<file path="src/rtl/mult_div_unit_pkg.sv">
// Shared encodings for the iterative multiply/divide unit.
package mult_div_unit_pkg;

  localparam int unsigned MD_WIDTH = 32;

  // FSM state encoding
  localparam logic [2:0] ST_IDLE = 3'd0;
  localparam logic [2:0] ST_MULT = 3'd1;
  localparam logic [2:0] ST_DIV  = 3'd2;
  localparam logic [2:0] ST_FIX  = 3'd3;
  localparam logic [2:0] ST_DONE = 3'd4;

  // Operation select (control unit MultOrDiv)
  localparam logic OP_MULT = 1'b0;
  localparam logic OP_DIV  = 1'b1;

endpackage

</file>
<file path="src/rtl/mult_div_unit_abs_neg.sv">
// Conditional two's-complement negate: res_c = neg ? -val_in : val_in.
module md_abs_neg #(
  parameter int unsigned WIDTH = 32
) (
  input  logic [WIDTH-1:0] val_in,
  input  logic             neg,
  output logic [WIDTH-1:0] res_c
);

  // Negate when requested, otherwise pass through
  always_comb begin
    res_c = neg ? (~val_in + WIDTH'(1)) : val_in;
  end

endmodule

</file>
<file path="src/rtl/mult_div_unit.sv">
// Iterative signed multiply (radix-2 Booth) / divide (restoring) unit producing HI/LO.
module mult_div_unit
  import mult_div_unit_pkg::*;
#(
  parameter int unsigned WIDTH = MD_WIDTH,
  parameter int unsigned ITER  = MD_WIDTH
) (
  input  logic             clk,
  input  logic             reset,
  input  logic             start,
  input  logic             mult_or_div,
  input  logic [WIDTH-1:0] a_in,
  input  logic [WIDTH-1:0] b_in,
  output logic             busy,
  output logic             done,
  output logic [WIDTH-1:0] hi_out,
  output logic [WIDTH-1:0] lo_out,
  output logic             div_zero
);

  localparam int unsigned CNT_W = $clog2(ITER + 1);
  // One guard bit above WIDTH: keeps Booth add/sub of the most negative
  // multiplicand exact, and holds the restoring-divide trial difference sign.
  localparam int unsigned AW    = WIDTH + 1;

  logic [2:0]       state_q, state_d;
  logic [CNT_W-1:0] cnt_q, cnt_d;
  logic             op_q, op_d;
  logic [WIDTH-1:0] a_q, a_d;
  logic [WIDTH-1:0] b_q, b_d;
  logic [WIDTH-1:0] m_q, m_d;        // multiplicand / |divisor|
  logic [WIDTH-1:0] lo_w_q, lo_w_d;  // multiplier / dividend-then-quotient
  logic [AW-1:0]    acc_q, acc_d;    // Booth accumulator / partial remainder
  logic             q1_q, q1_d;      // Booth q(-1)
  logic             busy_q, busy_d;
  logic             done_q, done_d;
  logic             dz_q, dz_d;
  logic [WIDTH-1:0] hi_q, hi_d;
  logic [WIDTH-1:0] lo_q, lo_d;

  logic [AW-1:0]    booth_sum;
  logic [AW-1:0]    div_shift;
  logic [AW-1:0]    div_diff;
  logic [WIDTH-1:0] neg0_in;
  logic [WIDTH-1:0] neg0_c;
  logic [WIDTH-1:0] abs_b_c;
  logic [WIDTH-1:0] quo_fix_c;
  logic             b_zero;

  assign b_zero = (b_q == '0);

  // Shared negator: |dividend| while loading, signed remainder in FIX (both follow the dividend sign)
  assign neg0_in = (state_q == ST_FIX) ? acc_q[WIDTH-1:0] : a_q;

  md_abs_neg #(.WIDTH(WIDTH)) u_neg_a (
    .val_in (neg0_in),
    .neg    (a_q[WIDTH-1]),
    .res_c  (neg0_c)
  );

  md_abs_neg #(.WIDTH(WIDTH)) u_abs_b (
    .val_in (b_q),
    .neg    (b_q[WIDTH-1]),
    .res_c  (abs_b_c)
  );

  md_abs_neg #(.WIDTH(WIDTH)) u_neg_q (
    .val_in (lo_w_q),
    .neg    (a_q[WIDTH-1] ^ b_q[WIDTH-1]),
    .res_c  (quo_fix_c)
  );

  // Next-state, datapath and registered-output computation
  always_comb begin
    state_d   = state_q;
    cnt_d     = cnt_q;
    op_d      = op_q;
    a_d       = a_q;
    b_d       = b_q;
    m_d       = m_q;
    lo_w_d    = lo_w_q;
    acc_d     = acc_q;
    q1_d      = q1_q;
    hi_d      = hi_q;
    lo_d      = lo_q;
    busy_d    = 1'b0;
    done_d    = 1'b0;
    dz_d      = 1'b0;
    booth_sum = acc_q;
    div_shift = '0;
    div_diff  = '0;

    case (state_q)
      ST_IDLE: begin
        // A start landing in the div-by-zero done cycle is dropped
        if (start && !done_q) begin
          a_d   = a_in;
          b_d   = b_in;
          op_d  = mult_or_div;
          cnt_d = '0;
          if (mult_or_div == OP_MULT) begin
            state_d = ST_MULT;
          end else if (b_in != '0) begin
            state_d = ST_DIV;
          end else begin
            state_d = ST_DONE;
          end
        end
      end

      ST_MULT, ST_DIV: begin
        busy_d = 1'b1;
        if (cnt_q == '0) begin
          // Load cycle: seed the working registers from the latched operands
          acc_d = '0;
          q1_d  = 1'b0;
          if (state_q == ST_MULT) begin
            m_d    = a_q;
            lo_w_d = b_q;
          end else begin
            m_d    = abs_b_c;
            lo_w_d = neg0_c;
          end
        end else if (state_q == ST_MULT) begin
          case ({lo_w_q[0], q1_q})
            2'b01:   booth_sum = acc_q + {m_q[WIDTH-1], m_q};
            2'b10:   booth_sum = acc_q - {m_q[WIDTH-1], m_q};
            default: booth_sum = acc_q;
          endcase
          acc_d  = {booth_sum[AW-1], booth_sum[AW-1:1]};
          lo_w_d = {booth_sum[0], lo_w_q[WIDTH-1:1]};
          q1_d   = lo_w_q[0];
        end else begin
          div_shift = {acc_q[WIDTH-1:0], lo_w_q[WIDTH-1]};
          div_diff  = div_shift - {1'b0, m_q};
          if (!div_diff[AW-1]) begin
            acc_d  = div_diff;
            lo_w_d = {lo_w_q[WIDTH-2:0], 1'b1};
          end else begin
            acc_d  = div_shift;
            lo_w_d = {lo_w_q[WIDTH-2:0], 1'b0};
          end
        end

        if (cnt_q == CNT_W'(ITER)) begin
          state_d = ST_FIX;
          cnt_d   = '0;
        end else begin
          cnt_d = cnt_q + CNT_W'(1);
        end
      end

      ST_FIX: begin
        busy_d  = 1'b1;
        done_d  = 1'b1;
        state_d = ST_DONE;
        if (op_q == OP_DIV) begin
          hi_d = neg0_c;
          lo_d = quo_fix_c;
        end else begin
          hi_d = acc_q[WIDTH-1:0];
          lo_d = lo_w_q;
        end
      end

      ST_DONE: begin
        state_d = ST_IDLE;
        // Divide-by-zero skips the datapath and signals from here
        if ((op_q == OP_DIV) && b_zero) begin
          busy_d = 1'b1;
          done_d = 1'b1;
          dz_d   = 1'b1;
        end
      end

      default: state_d = ST_IDLE;
    endcase
  end

  // State and datapath registers
  always_ff @(posedge clk) begin
    if (reset) begin
      state_q <= ST_IDLE;
      cnt_q   <= '0;
      op_q    <= OP_MULT;
      a_q     <= '0;
      b_q     <= '0;
      m_q     <= '0;
      lo_w_q  <= '0;
      acc_q   <= '0;
      q1_q    <= 1'b0;
      busy_q  <= 1'b0;
      done_q  <= 1'b0;
      dz_q    <= 1'b0;
      hi_q    <= '0;
      lo_q    <= '0;
    end else begin
      state_q <= state_d;
      cnt_q   <= cnt_d;
      op_q    <= op_d;
      a_q     <= a_d;
      b_q     <= b_d;
      m_q     <= m_d;
      lo_w_q  <= lo_w_d;
      acc_q   <= acc_d;
      q1_q    <= q1_d;
      busy_q  <= busy_d;
      done_q  <= done_d;
      dz_q    <= dz_d;
      hi_q    <= hi_d;
      lo_q    <= lo_d;
    end
  end

  assign busy     = busy_q;
  assign done     = done_q;
  assign div_zero = dz_q;
  assign hi_out   = hi_q;
  assign lo_out   = lo_q;

endmodule
</file>
<file path="config.mk">
export PLATFORM = sky130hd
export DESIGN_NAME = mult_div_unit
export DESIGN_NICKNAME = d
export VERILOG_FILES = /design/src/rtl/mult_div_unit_pkg.sv /design/src/rtl/mult_div_unit_abs_neg.sv /design/src/rtl/mult_div_unit.sv
export SDC_FILE = /design/constraint.sdc
export NUM_CORES = 1
export LEC_CHECK = 0
export BUFFER_PORTS_ARGS = -buffer_cell sky130_fd_sc_hd__buf_2
export CAP_MARGIN = 10
export CORE_MARGIN = 2
export CORE_UTILIZATION = 68
export CTS_BUF_LIST = sky130_fd_sc_hd__clkbuf_8
export DETAILED_ROUTE_END_ITERATION = 8
export PLACE_DENSITY = 0.89
export SLEW_MARGIN = 10
export SYNTH_ARGS = -nofsm -noshare
export SYNTH_HDL_FRONTEND = slang
export SYNTH_HIERARCHICAL = 1
export SYNTH_SLANG_ARGS = --single-unit
</file>
<file path="constraint.sdc">
create_clock -name clk -period 5.9 [get_ports clk]
set_clock_uncertainty 0.1 [all_clocks]
set_input_delay 1.18 -clock clk [delete_from_list [all_inputs] [get_ports clk]]
set_output_delay 1.18 -clock clk [all_outputs]
set_load 0.02 [all_outputs]
</file>
Word-level counts from Yosys, hierarchy flattened
Index checks and enable logic that the tools add are counted.

Flip-flop bits (word level): 239. Input port bits: 68.

Add/sub/neg operators: 7. Equal/unequal tests: 9. Mux-type cells: 28. Bitwise operators: 5. Reduce and logical (&&, ||, !) cells: 17.

Operator list (number): $mux W32 (10); $mux W33 (3); $add A32 B1 Y32 const B (3); $not A32 Y32 (3); $pmux W33 S2 (1); $add A33 B33 Y33 (1); $sub A33 B32 Y33 (1); $sub A33 B33 Y33 (1); $logic_not A32 Y1 (1); $reduce_bool A32 Y1 (1); $mux W3 (4); $mux W6 (2); $pmux W6 S2 (1); $reduce_and A2 Y1 (5); $pmux W3 S3 (1); $add A6 B1 Y6 const B (1); $eq A3 B2 Y1 const B (2); $eq A6 B6 Y1 const B (1); $logic_not A6 Y1 (1); $mux W1 (4); $ne A2 B2 Y1 const B (2); $pmux W1 S2 (2); $reduce_bool A2 Y1 (2); $reduce_or A2 Y1 (2); 10 further kinds (11).

Depth between registers and ports, before layout
Gate-level depths: netlist of the first run.

Depth after elaboration: 7. Gate-level depth with buffers: 20. Gate-level depth less buffers: 19.

By module
Netlist of the first run, hierarchy kept.

By module, submodules not included: mult_div_unit (instances 1, cells each 1942, area each 15459.8 sq um); md_abs_neg (instances 3, cells each 99, area each 777.0 sq um).

Worst setup path after synthesis of the first run
OpenSTA, ideal clock, no wires.

Kind: register to register. From: reg m_q[2]. To: reg acc_q[31]. Data arrival time: 3769 ps. Required time: 5739 ps. Setup slack: 1970 ps. Cell stages (with the launch flop): 17. Buffers on the path: 1. Period minus slack after synthesis: 3930 ps. Path through: dfxtp_1 > nor4_2 > and2_0 > nor4b_1 > a31oi_1 > xnor2_1 > ha_1 > clkbuf_1 > nand2_1 > a21oi_1 > a21oi_1 > or3_1 > nand4_1 > a21oi_1 > or4_1 > nand3_1 > a32o_1.

Word-level cells in the longest chain between the ends: 4. Elaborated cells between the ends (all ways): 7. Those cells by class: 3 x add/sub; 4 x mux.

RTL lines: start: declaration (line mult_div_unit.sv:31) `logic [WIDTH-1:0] m_q, m_d;`; start signal: assignment (line mult_div_unit.sv:203) `m_q <= m_d;`; $sub A33 B33 Y33 (tied with other cells) (line mult_div_unit.sv:127) `2'b10: booth_sum = acc_q - {m_q[WIDTH-1], m_q};`; $pmux W33 S2 or $mux W33 (tied branches) (line mult_div_unit.sv:125, mult_div_unit.sv:136); $mux W33 * (line mult_div_unit.sv:124) `end else if (state_q == ST_MULT) begin`; $mux W33 * (line mult_div_unit.sv:113) `if (cnt_q == '0) begin`; end signal: assignment (line mult_div_unit.sv:190) `acc_q <= '0;`; end signal: assignment (line mult_div_unit.sv:205) `acc_q <= acc_d;`; end: declaration (line mult_div_unit.sv:33) `logic [AW-1:0] acc_q, acc_d;`.

Every way passes the cells marked *; elsewhere a longest branch is shown, timed or not. A chain may end at the register's enable or synchronous reset.

Worst setup path in the final report of the first run
From: reg lo_w_q[31]. To: reg acc_q[28].

Word-level cells in the longest chain between the ends: 4.

RTL lines: start: declaration (line mult_div_unit.sv:32) `logic [WIDTH-1:0] lo_w_q, lo_w_d;`; start signal: assignment (line mult_div_unit.sv:204) `lo_w_q <= lo_w_d;`; $sub A33 B32 Y33 (line mult_div_unit.sv:135) `div_diff = div_shift - {1'b0, m_q};`; $mux W33 (line mult_div_unit.sv:136) `if (!div_diff[AW-1]) begin`; $mux W33 (line mult_div_unit.sv:124); $mux W33 (line mult_div_unit.sv:113).

Every way passes these cells.

==> results of run 1 <==
-- state kept, by name (all words and copies together) (netlist names), 3 cells and up --
signal,flops
lo_w_q,32
hi_out,32
state_q,3
m_q,32
a_q,32
lo_out,32
acc_q,33
cnt_q,6
b_q,32
-- cell families (layout without fill, tap and decap cells) --
logic type / count (synthesis) / after routing / share of synthesized area (%)
and+or+nand+nor: 777 / 777 / 20.9
AOI/OAI and AO/OA: 624 / 624 / 23.5
DFF: 239 / 239 / 26.9
buffers and inverters: 211 / 300 / 4.56
xor gates and xnor gates: 172 / 172 / 8.47
muxes: 142 / 142 / 10.4
adders and majority gates: 74 / 74 / 5.29
-- metrics by stage --
stage / utilization [%] / hold WS [ns] / total power, mW / setup WS [ns]
detailed placement: 71.9 / 0.364 / 8.87 / 1.01
global placement: 71.9 / 0.358 / 8.72 / 1.01
global route: 75.4 / 0.400 / 11.4 / 0.515
floorplan: - / 0.347 / 7.26 / 1.97
CTS: 75.3 / 0.372 / 10.5 / 0.970
finish: 75.4 / 0.375 / 10.8 / 0.823
-- tightest hold or removal path, delay by kind of cell (launching register included) --
family	cells	cell delay, ns
AND/OR/NAND/NOR	1	0.06
flip-flops	1	0.32
AO/OA/AOI/OAI	1	0.05
-- power by group through the flow --
stage	Sequential [mW]	Combinational (mW)	Clock, mW
after floorplan	2.35	4.91	0
final	2.46	6.66	1.63
after detailed placement	2.46	6.41	0
after CTS	2.43	6.47	1.63
after global placement	2.44	6.28	0
after global routing	2.48	7.17	1.70
-- cell usage after synthesis, types with 21 or more instances --
library cell	n	area share [%]
o21ai_0	82	2.3
inv_1	63	1.3
mux2i_1	76	4.3
a21o_1	37	1.6
a211oi_1	76	3.2
o31ai_1	28	1.2
nand2b_1	21	0.74
clkbuf_1	115	2.4
a21oi_1	213	6.0
ha_1	72	5.1
nand2_1	372	7.8
nand4_1	29	1.0
mux2_2	35	2.2
xnor2_1	155	7.6
a31oi_1	23	0.81
a311oi_1	34	1.7
nand3_1	27	0.76
nor2_1	177	3.7
nor4_1	28	0.98
mux4_2	31	3.9
nor3_1	34	0.96
buf_1	24	0.51
dfxtp_1	239	27
-- per-layer routing --
metal,up-vias,GRT usage (%)
li1,8264,-
met1,8404,53.5
met2,1261,64.3
met3,272,8.70
met4,0,21.7
met5,-,0
-- placed cells by master (no fill, tap or decap), types with 54 or more instances in the layout --
master    count
inv_1        72
ha_1         72
xnor2_1     155
buf_2       133
o21ai_0      82
a211oi_1     76
nand2_1     371
mux2i_1      76
nor2_1      173
clkbuf_8     54
dfxtp_1     238
a21oi_1     212
-- layout make-up --
class,instances,area [um^2],area share (%)
sequential,239,4790,24.6
timing repair buffer,162,887,4.55
tap,335,419,2.15
clock buffer,54,743,3.82
inverter,63,236,1.21
multi-input combinational,1789,12300,62.9
clock inverter,21,151,0.777
-- how the worst max path moves through the flow --
stage                                        end  slack, ns  cells past startpoint
after floorplan           acc_q[31]$_SDFFE_PP0P_       1.97                     16
after global placement    acc_q[28]$_SDFFE_PP0P_       1.01                     20
after detailed placement  acc_q[28]$_SDFFE_PP0P_       1.01                     20
after CTS                 acc_q[28]$_SDFFE_PP0P_       0.97                     20
after global routing      acc_q[28]$_SDFFE_PP0P_       0.51                     20
final                     acc_q[28]$_SDFFE_PP0P_       0.82                     20
==> results.py, run 1 <==
metrics = {
    "status": {
        "status": "complete, no violations",
    },
    "worst_setup_path": {
        "path_buf_inv": 3,
        "r2r_slack_ns": 0.82,
        "r2r-start": "lo_w_q[31]$_SDFFE_PP0P_",
        "cp-startpoint": "lo_w_q[31]$_SDFFE_PP0P_",
        "slowest_delay_ns": 0.42,
        "cp.arrival_ns": 5.41,
        "cp_max_fo": 24,
        "rr_endpoint": "acc_q[28]$_SDFFE_PP0P_",
        "path_class": "reg2reg",
        "end_kind": "flip-flop",
        "cpMaxStageDelayCell": "dfxtp_1",
        "cp.required_ns": 6.24,
        "start_kind": "flip-flop",
        "path_cells": "inv_1 -> ha_1 -> inv_1 -> fa_1 -> a21o_1 -> a221oi_2 -> a21oi_1 -> o21ai_1 -> a211oi_1 -> nor2_1 -> o21ai_0 -> a21oi_1 -> o21ai_0 -> ha_1 -> buf_4 -> nand2_1 -> nor3_1 -> mux2i_1 -> a22oi_1 -> nor2_1",
        "crit_family": "compound AO/OA/AOI/OAI gates",
        "r2r_cells": 20,
    },
    "min_path": {
        "min_path_type": "reg2reg",
        "hold_end": "a_q[29]$_SDFFE_PP0P_",
        "holdCritStartpoint": "a_q[29]$_SDFFE_PP0P_",
        "holdPathStages": 2,
    },
    "logic_synthesis": {
        "yosys_warnings": 6,
        "synth_cells": 2239,
        "syn_nets": 2381,
        "synth.distinct_cells": 75,
        "synthFlopType": "dfxtp_1",
        "syn_avg_cell_area_um2": 7.95,
        "ys_ff_latch": 239,
        "netlist_area_mm2": 0.0178,
        "async_flop_share_pct": 0,
        "synth_edf_count": 0,
        "yosysSeqAreaShare_pct": 26.9,
    },
    "pwr": {
        "p_leak_nw": 7.39,
        "p_sw_mw": 5.43,
        "power_frac_seq_pct": 22.9,
        "combPwrFrac_pct": 61.9,
        "p_int_mw": 5.33,
        "power.density_mw_per_mm2": 552,
        "peakVddDrop_v": 0.000490,
        "clock_power_share_pct": 15.2,
        "swShare_pct": 50.5,
    },
    "place": {
        "portBuffers": 134,
        "place.gp.congestion": 0.978,
        "placed_area_mm2": 0.0186,
        "dpl.hpwl_um": 43000,
        "dpl.cell_count": 2588,
    },
    "timing": {
        "slew_headroom_pct": 38.8,
        "setup_viol": 0,
        "finalMaxSlewViolations": 0,
        "hold_viol": 0,
        "period_minus_slack_ns": 5.08,
        "fmax_mhz": 197,
        "max_slew.worst_pin.slew_ns": 0.916,
        "finalCritPeriodShare_pct": 86.1,
        "tns_ns": 0,
        "rsz0062_at_grt": "false",
    },
    "routing": {
        "wirelength_um": 59100,
        "m1WireLength_um": 23000,
        "route.detailed.drc": 0,
        "routed.top_layer": "met4",
        "vias": 18201,
        "via_per_inst": 6.83,
        "routedWlPerCell_um": 22.2,
        "wl_met2_um": 26000,
        "ant_nets": 0,
        "firstDrtPassIters": 9,
        "route.met3.wl_um": 6580,
        "drt_iter0_drc": 2688,
    },
    "clocking": {
        "ctsRootBufferMaster": "clkbuf_8",
        "clock-sinks": 239,
        "cts_tree": "yes",
        "h-tree-depth": 2,
        "post_cts_buffers": 0,
        "postCtsHoldBufs": 0,
        "clock_latency_ns": 0.55,
        "clk_pin_slew_ns": 0.06,
        "cts_buffers": 41,
        "cts_resized": 0,
        "clock_path_buffers": 3,
    },
    "die": {
        "coreArea_mm2": 0.0258,
        "dieHeight_um": 166,
        "start_util_pct": 68.9,
        "die_w_um": 166,
        "fp.dieArea_mm2": 0.0275,
        "io_pins": 135,
        "rows": 59,
    },
    "final_layout": {
        "design_area_mm2": 0.0195,
        "fill_cells": 1924,
        "diodes": 0,
        "areaGrowthSynthToFinish_pct": 9.49,
        "fin_cells": 2663,
        "nets": 2438,
        "drive_gt1_share_pct": 14.9,
    },
    "global_routing": {
        "grt_overflow": 0,
        "grt_max_degree": 88,
        "grt_util_all_layers_pct": 41.1,
        "grt_pass1_wl_um": 92200,
        "antenna_found_initial": 0,
        "grt_pass1_vias": 17004,
    },
    "job": {
        "maxCapViolCount": 0,
    },
}
(Power assumes the default switching activity.)
==> run 2, diff against run 1 <==
--- a/config.mk
+++ b/config.mk
@@ -5,12 +5,13 @@
 export SDC_FILE = /design/constraint.sdc
 export NUM_CORES = 1
 export LEC_CHECK = 0
-export BUFFER_PORTS_ARGS = -buffer_cell sky130_fd_sc_hd__buf_2
+export BUFFER_PORTS_ARGS = -buffer_cell sky130_fd_sc_hd__buf_4
 export CAP_MARGIN = 10
 export CORE_MARGIN = 2
 export CORE_UTILIZATION = 68
 export CTS_BUF_LIST = sky130_fd_sc_hd__clkbuf_8
 export DETAILED_ROUTE_END_ITERATION = 8
+export GPL_TIMING_DRIVEN = 0
 export PLACE_DENSITY = 0.89
 export SLEW_MARGIN = 10
 export SYNTH_ARGS = -nofsm -noshare
==> run 2 against run 1 <==
  * The run now ends with capacitance limit left
  * Flip-flop and latch count is the same
  * Via count grew 5.8%
  * Critical path type unchanged
  * Non-clock buffer count grew 119
  * Die area is the same
  * Highest routed layer unchanged
  * Sequential power is essentially flat
  * Design area grew 3.2%
  * Combinational power grew 5.4%
==> results.py, run 2 (synthesis gave the netlist of run 1 again) <==
metrics = {
    "status": {
        "status": "finished, violations left",
        "violations": "capacitance limit",
    },
    "final_layout": {
        "design_area_mm2": 0.0201,
        "nets": 2556,
        "regMostFlops": "acc_q",
        "fill_cells": 1881,
        "mostFrequentLayoutCells": "nand2_1 (372), dfxtp_1 (239), a21oi_1 (213)",
        "areaGrowthSynthToFinish_pct": 13.0,
        "fin_cells": 2777,
        "largest_register_ffs": 33,
        "final_common_cell": "nand2_1",
        "drive_gt1_share_pct": 12.8,
    },
    "clocking": {
        "clock-sinks": 239,
        "ctsRootBufferMaster": "clkbuf_8",
        "clock_latency_ns": 0.58,
        "cts_resized": 0,
        "cts_tree": "yes",
        "post_cts_buffers": 0,
        "clock_path_buffers": 3,
        "cts_buffers": 40,
        "h-tree-depth": 2,
        "clk_pin_slew_ns": 0.07,
        "postCtsHoldBufs": 0,
    },
    "place": {
        "place.gp.congestion": 1.05,
        "portBuffers": 133,
        "dpl.hpwl_um": 49800,
        "dpl.cell_count": 2707,
        "placed_area_mm2": 0.0192,
    },
    "worst_setup_path": {
        "cp_max_fo": 10,
        "path_buf_inv": 4,
        "cp.arrival_ns": 6.02,
        "cp.required_ns": 6.21,
        "path_cells": "inv_1 -> ha_1 -> inv_1 -> fa_1 -> a21o_1 -> a221oi_2 -> a21oi_1 -> o21ai_1 -> a211oi_1 -> nor2_1 -> o21ai_0 -> a21oi_1 -> o21ai_0 -> ha_1 -> buf_1 -> clkbuf_1 -> a21oi_1 -> o21ai_0 -> o21ai_0",
        "cpMaxStageDelayCell": "buf_1",
        "crit_family": "compound AO/OA/AOI/OAI gates",
        "slowest_delay_ns": 0.62,
        "start_kind": "flip-flop",
        "path_class": "reg2reg",
        "end_kind": "flip-flop",
        "crit_top_cell": "o21ai_0",
    },
    "timing": {
        "period_minus_slack_ns": 5.71,
        "slew_headroom_pct": 1.30,
        "finalMaxSlewViolations": 0,
        "setup_viol": 0,
        "hold_viol": 0,
        "fmax_mhz": 175,
        "max_slew.worst_pin.slew_ns": 1.47,
        "finalCritPeriodShare_pct": 96.8,
        "tns_ns": 0,
        "rsz0062_at_grt": "false",
        "hold-worst-slack_ns": 0.378,
    },
    "global_routing": {
        "use_met2_pct": 67.0,
        "grt_overflow": 0,
        "grt_use_met1_pct": 61.0,
        "grt_pass1_wl_um": 99300,
        "grt_max_degree": 11,
        "grt_use_met3_pct": 11.6,
        "antenna_found_initial": 2,
        "grt_util_all_layers_pct": 45.5,
        "busiest_layer": "met2",
        "grt_pass1_vias": 17681,
    },
    "routing": {
        "vias": 19251,
        "routedWlPerCell_um": 23.5,
        "drt_iter0_drc": 2993,
        "route.detailed.drc": 0,
        "via_per_inst": 6.93,
        "firstDrtPassIters": 9,
        "wirelength_um": 65300,
        "ant_nets": 0,
    },
    "job": {
        "maxCapViolCount": 1,
    },
    "die": {
        "die_w_um": 166,
        "fp.dieArea_mm2": 0.0275,
        "dieHeight_um": 166,
        "start_util_pct": 68.9,
        "rows": 59,
        "io_pins": 135,
        "coreArea_mm2": 0.0258,
    },
    "pwr": {
        "p_leak_nw": 7.48,
        "design_power_total_mw": 11.2,
        "peakVddDrop_v": 0.000335,
        "power.density_mw_per_mm2": 556,
    },
    "min_path": {
        "min_path_type": "reg2reg",
    },
}
[run 2: cell count changes in the layout (fill, tap and decap cells not counted), moves of 3 or more]
cell and change:
buf_1 +24, buf_2 -127, buf_4 +108, clkbuf_1 +115, clkbuf_8 -3, nor2_1 +4
nor2_4 -3
[run 2: layer usage]
metal | up-vias | wire length (um)
met2 | 1510 | 26900
met3 | 322 | 9550
met1 | 8918 | 24500
met5 | - | 0
met4 | 0 | 4330
li1 | 8501 | -
[run 2: through the flow]
step / utilization, % / setup slack [ns]
finish: 77.8 / 0.192
global route: 77.8 / 0.0709
CTS: 77.8 / 0.553
detailed placement: 74.3 / 0.640
global placement: 74.3 / 0.706
floorplan: - / 1.97
[run 2: worst paths after layout]
check                               start                      to  slack, ns  depth (start not counted)
setup / recovery  lo_w_q[31]$_SDFFE_PP0P_  acc_q[12]$_SDFFE_PP0P_       0.19                         19
hold / removal       a_q[26]$_SDFFE_PP0P_    a_q[26]$_SDFFE_PP0P_       0.38                          2
setup reg to reg  lo_w_q[31]$_SDFFE_PP0P_  acc_q[12]$_SDFFE_PP0P_       0.19                         19
hold reg to reg      a_q[26]$_SDFFE_PP0P_    a_q[26]$_SDFFE_PP0P_       0.38                          2
[run 2: power breakdown]
part / leakage [nW] / total (mW) / switching, mW / internal, mW
combinational: 5.06 / 7.02 / 4.45 / 2.57
clock: 0.480 / 1.68 / 0.729 / 0.951
sequential: 1.95 / 2.48 / 0.565 / 1.92
[run 2: layout make-up]
cell class | count | area, um^2 | share of cell area [%]
flip-flops and latches | 239 | 4780 | 23.8
plain buffers | 148 | 574 | 2.86
clock inverters | 18 | 186 | 0.928
diodes | 1 | 2.50 | 0.0125
repair buffers | 133 | 998 | 4.97
multi-input cells | 1789 | 12200 | 60.7
inverters | 63 | 236 | 1.18
well taps | 335 | 419 | 2.09
clock buffers | 51 | 702 | 3.49
[run 2: tightest hold or removal path: stages, from the launching register on]
cell and delay, ns:
dfxtp_1 0.32, nand2_1 0.06, a21oi_1 0.05
